==> config.mk <==
export PLATFORM = sky130hd
export DESIGN_NAME = alu_mod
export DESIGN_NICKNAME = d
export VERILOG_FILES = /design/src/rtl/alu_pkg.sv /design/src/rtl/alu_addsub.sv /design/src/rtl/alu_mod.sv
export SDC_FILE = /design/constraint.sdc
export NUM_CORES = 1
export LEC_CHECK = 0
export CAP_MARGIN = 20
export CELL_PAD_IN_SITES_DETAIL_PLACEMENT = 0
export CELL_PAD_IN_SITES_GLOBAL_PLACEMENT = 1
export CORE_ASPECT_RATIO = 1.2
export CORE_MARGIN = 1
export CORE_UTILIZATION = 35
export CTS_CLUSTER_SIZE = 16
export DETAILED_ROUTE_END_ITERATION = 8
export GPL_TIMING_DRIVEN = 0
export PLACE_DENSITY = 0.71
export SKIP_CTS_REPAIR_TIMING = 1
export SLEW_MARGIN = 20
export SYNTH_ARGS = -nofsm -noshare
export SYNTH_HDL_FRONTEND = slang
export SYNTH_SLANG_ARGS = --single-unit
==> constraint.sdc <==
create_clock -name clock -period 0.9 [get_ports clock]
set_input_delay 0.18 -clock clock [delete_from_list [all_inputs] [get_ports clock]]
set_output_delay 0.18 -clock clock [all_outputs]
set_load 0.03 [all_outputs]
==> src/rtl/alu_pkg.sv <==
// Shared definitions for the LR35902 accumulator ALU: op encodings and flag bit positions.
package alu_pkg;

  typedef enum logic [2:0] {
    OpAdd = 3'd0,
    OpAdc = 3'd1,
    OpSub = 3'd2,
    OpSbc = 3'd3,
    OpAnd = 3'd4,
    OpXor = 3'd5,
    OpOr  = 3'd6,
    OpCp  = 3'd7
  } alu_op_e;

  localparam int unsigned FLAG_Z = 3;
  localparam int unsigned FLAG_N = 2;
  localparam int unsigned FLAG_H = 1;
  localparam int unsigned FLAG_C = 0;

endpackage

==> src/rtl/alu_addsub.sv <==
// Combinational 8-bit adder/subtractor with carry-in; reports carry/borrow out of bit 7 and bit 3.
module alu_addsub (
  input  logic [7:0] a_i,
  input  logic [7:0] b_i,
  input  logic       c_i,
  input  logic       sub_i,
  output logic [7:0] res_o,
  output logic       c_o,
  output logic       h_o
);

  logic [8:0] full;
  logic [4:0] half;

  // Widened by one bit so the MSB is the carry (add) or the sign of the difference (borrow, sub).
  always_comb begin
    if (sub_i) begin
      full = {1'b0, a_i} - {1'b0, b_i} - {8'b0, c_i};
      half = {1'b0, a_i[3:0]} - {1'b0, b_i[3:0]} - {4'b0, c_i};
    end else begin
      full = {1'b0, a_i} + {1'b0, b_i} + {8'b0, c_i};
      half = {1'b0, a_i[3:0]} + {1'b0, b_i[3:0]} + {4'b0, c_i};
    end
  end

  assign res_o = full[7:0];
  assign c_o   = full[8];
  assign h_o   = half[4];

endmodule

==> src/rtl/alu_mod.sv <==
// LR35902 accumulator ALU with registered result and Z/N/H/C flags.
// Define ALU_AND_HSET_EN to make AND set H=1 as on the real CPU.
module alu_mod
  import alu_pkg::*;
(
  input  logic       clock,
  input  logic       reset_n,
  input  logic [7:0] in_A,
  input  logic [7:0] in_B,
  input  logic [2:0] alu_op,
  input  logic       in_C,
  output logic [7:0] out,
  output logic [3:0] out_flags
);

`ifdef ALU_AND_HSET_EN
  localparam logic AndHFlag = 1'b1;
`else
  localparam logic AndHFlag = 1'b0;
`endif

  alu_op_e    op;
  logic       is_sub;
  logic       cin;
  logic [7:0] as_res;
  logic       as_c;
  logic       as_h;

  assign op     = alu_op_e'(alu_op);
  assign is_sub = (op == OpSub) || (op == OpSbc) || (op == OpCp);
  assign cin    = ((op == OpAdc) || (op == OpSbc)) ? in_C : 1'b0;

  alu_addsub u_addsub (
    .a_i   (in_A),
    .b_i   (in_B),
    .c_i   (cin),
    .sub_i (is_sub),
    .res_o (as_res),
    .c_o   (as_c),
    .h_o   (as_h)
  );

  logic [7:0] res_d, res_q;
  logic [3:0] flags_d, flags_q;
  logic [7:0] zsrc;
  logic       c_d;
  logic       h_d;

  always_comb begin
    res_d   = as_res;
    zsrc    = as_res;
    c_d     = as_c;
    h_d     = as_h;
    flags_d = 4'h0;
    unique case (op)
      OpAnd: begin
        res_d = in_A & in_B;
        zsrc  = res_d;
        c_d   = 1'b0;
        h_d   = AndHFlag;
      end
      OpXor: begin
        res_d = in_A ^ in_B;
        zsrc  = res_d;
        c_d   = 1'b0;
        h_d   = 1'b0;
      end
      OpOr: begin
        res_d = in_A | in_B;
        zsrc  = res_d;
        c_d   = 1'b0;
        h_d   = 1'b0;
      end
      // CP leaves A intact; Z still reflects the difference.
      OpCp:    res_d = in_A;
      default: ;
    endcase
    flags_d[FLAG_Z] = (zsrc == 8'h00);
    flags_d[FLAG_N] = is_sub;
    flags_d[FLAG_H] = h_d;
    flags_d[FLAG_C] = c_d;
  end

  always_ff @(posedge clock or negedge reset_n) begin
    if (!reset_n) begin
      res_q   <= 8'h00;
      flags_q <= 4'h0;
    end else begin
      res_q   <= res_d;
      flags_q <= flags_d;
    end
  end

  assign out       = res_q;
  assign out_flags = flags_q;

endmodule

==> flow_metrics.env, run 1 <==
export IMPL_status="finished with violations"
export IMPL_syn_inst=215
export IMPL_synth_edf_count=0
export IMPL_maxCapViolCount=0
export IMPL_path_max_fanout=4
export IMPL_powerDensity_nw_per_um2=1147
export IMPL_fin_ws_ns=-1.472
export IMPL_start_kind="primary input"
export IMPL_area_growth_pct=51.59
export IMPL_grt_pass1_wl_mm=7.341
export IMPL_tightest_slew_ns=0.5341
export IMPL_cts_root_buf="clkbuf_8"
export IMPL_cts_max_path_buffers=2
export IMPL_power_leakage_nw=1.256
export IMPL_vias=1656
export IMPL_path_buf_inv=4
export IMPL_post_route_period_util=2.636
export IMPL_end_kind="flip-flop"
export IMPL_antenna_found_initial=0
export IMPL_violations="setup timing"
export IMPL_synth_largest_area_cell="ha_1"
export IMPL_grt_max_degree=13
export IMPL_drt_wirelength_per_cell_um=14.70
export IMPL_syn_avg_cell_area_um2=8.246
export IMPL_synth_cell_area_um2=1773
export IMPL_avgViaCountPerCell=5.208
export IMPL_num_rows=28
export IMPL_finalSetupViolations=23
export IMPL_grt_overflow_total=0
export IMPL_synth_nets=271
export IMPL_cts_buffers=3
export IMPL_synthArstFlopShare=1.000
export IMPL_synthTopCellsByArea="ha_1 (21%), dfrtp_1 (17%), inv_1 (5.5%)"
export IMPL_grt_pass1_vias=1560
export IMPL_start_util=0.3615
export IMPL_die_y_um=79.97
export IMPL_regArea_um2=300.3
export IMPL_hpwl_mm=3.654
export IMPL_cts_tree="yes"
export IMPL_cp_data_required_time_ns=1.07
export IMPL_dieArea_um2=5355
export IMPL_critical_path_class="in2reg"
export IMPL_synth_ff_type="dfrtp_1"
export IMPL_fin_crit_ns=2.372
export IMPL_coreArea_um2=4905
export IMPL_crit_chain="clkbuf_16, buf_12, nand3_4, inv_2, fa_2, inv_2, fa_2, nor2b_4, o21ai_2, or3b_4, a22oi_2, o221ai_2, nor4_2, o22a_1"
export IMPL_hold_class="in2async"
export IMPL_vdd_drop_max_mv=0.3771
export IMPL_critPathSlowestCell="or3b_4"
export IMPL_drt_total_wl_mm=4.675
export IMPL_synth_top_area_share=0.2117
export IMPL_drc=0
export IMPL_path_clk_slew_ns=0.05
export IMPL_yosysMostFrequentCell="ha_1"
export IMPL_maxClockFrequency_ghz=0.4215
export IMPL_gp_congestion=0.7883
export IMPL_cts_htree_levels=1
export IMPL_maxSlewViolCount=0
export IMPL_rsz0062_at_grt="true"
export IMPL_critPathTopFamily="simple AND/OR/NAND/NOR gates"
export IMPL_cp_data_arrival_time_ns=2.54
export IMPL_fin_nets=316
export IMPL_first_iter_violations=56
export IMPL_ys_seq_elements=12
export IMPL_synthTopCellsByCount="ha_1 (30), inv_1 (26), nand2_1 (18), nor2_1 (16)"
export IMPL_cts_sinks=12
export IMPL_multi_input_area_um2=1688
export IMPL_grt_usage=0.1812
export IMPL_yosys_warnings=0
export IMPL_nFillCells=471
export IMPL_post_route_util=0.5480
export IMPL_maxSlewHeadroom=0.6439
export IMPL_ant_nets=0
export IMPL_drive_gt1_frac=0.3333
export IMPL_seq_area_frac_synth=0.1694
export IMPL_diodes=0
export IMPL_synth_distinct_cells=46
export IMPL_die_w_um=66.97
export IMPL_dr_pass1_iters=4
export IMPL_holdWs_ns=0.2890
export IMPL_io_buffers=31
export IMPL_pin_count=34
export IMPL_critPathMaxStageDelay_ns=0.38
export IMPL_hold_viol_final=0
==> per-stage QoR <==
stage	total power, mW	area [µm²]	setup WS [ns]	cells	setup TNS (ns)
global route	3.298	2688	-1.604	318	-12.70
detailed placement	2.217	2251	-2.421	306	-23.43
finish	3.083	2688	-1.472	318	-11.42
CTS	2.679	2292	-2.193	309	-23.59
floorplan	1.730	1866	-1.525	215	-12.29
global placement	2.213	2251	-2.376	306	-23.28
==> metal layers <==
| layer | up-vias | share of wire | track usage |
|---|---|---|---|
| met3 | 4 | 0.023 | 0.004286 |
| li1 | 840 | - | - |
| met1 | 781 | 0.46 | 0.2421 |
| met2 | 31 | 0.51 | 0.3121 |
| met5 | - | 0 | 0 |
| met4 | 0 | 0.0081 | 0.05106 |
==> report_power, final <==
| group | switching (mW) | internal (mW) | leakage [nW] | total [mW] |
|---|---|---|---|---|
| Sequential | 0.0330 | 0.615 | 0.145 | 0.648 |
| Combinational | 1.04 | 0.948 | 1.09 | 1.98 |
| Clock | 0.159 | 0.292 | 0.0216 | 0.450 |
==> cell families after synthesis <==
logic type,share of synthesized area
buffers and inverters,0.07268
AO/OA/AOI/OAI,0.2223
multiplexers,0.05857
AND/OR/NAND/NOR,0.1609
adder cells (fa/ha/maj),0.2569
flip-flops,0.1694
XOR/XNOR,0.05928
==> state kept, by name, summed over array words and instances, names as in the netlist <==
name and flops:
out 8, out_flags 4
==> final cells by class <==
type	instances	area share
Sequential cell	12	0.1117
Clock buffer	3	0.01536
Inverter	27	0.03864
Multi-Input combinational cell	169	0.6280
Buffer	7	0.02421
Tap cell	60	0.02793
Timing Repair Buffer	40	0.1541
==> final timing paths <==
path,depth (start not counted),slack [ns],end,from
max in group asynchronous,1,0.28,out_flags[3],reset_n
worst min-delay path,1,0.29,out_flags[1],reset_n
min in group clock,3,0.30,out[0],in_A[0]
worst max-delay path,14,-1.47,out_flags[3],alu_op[0]
==> placed cells by master (no fill, tap or decap), types with 4 or more instances in the layout <==
master           Yosys  layout
a21oi_1             12       6
a21oi_2              0       5
a31oi_1              7       6
buf_4                0       9
buf_6                0      13
clkdlybuf4s50_1      0       4
dfrtp_1             12      12
dlymetal6s2s_1       0      12
fa_2                 0       4
ha_1                30      18
ha_4                 0      12
inv_1               26      19
inv_2                1       7
mux2i_1              7       7
nand2_1             18      17
nor2_1              16      16
nor3_1               7       6
o21ai_0              8       5
o22ai_1              4       4
xnor2_1             10       8
Power figures use the tool's default switching activity.
==> run 2: changes to the inputs <==
- HOLD_SLACK_MARGIN: unset -> 0.02
==> results of run 2 <==
Same layout as run 1: the final DEF is identical, and so are final timing and power.
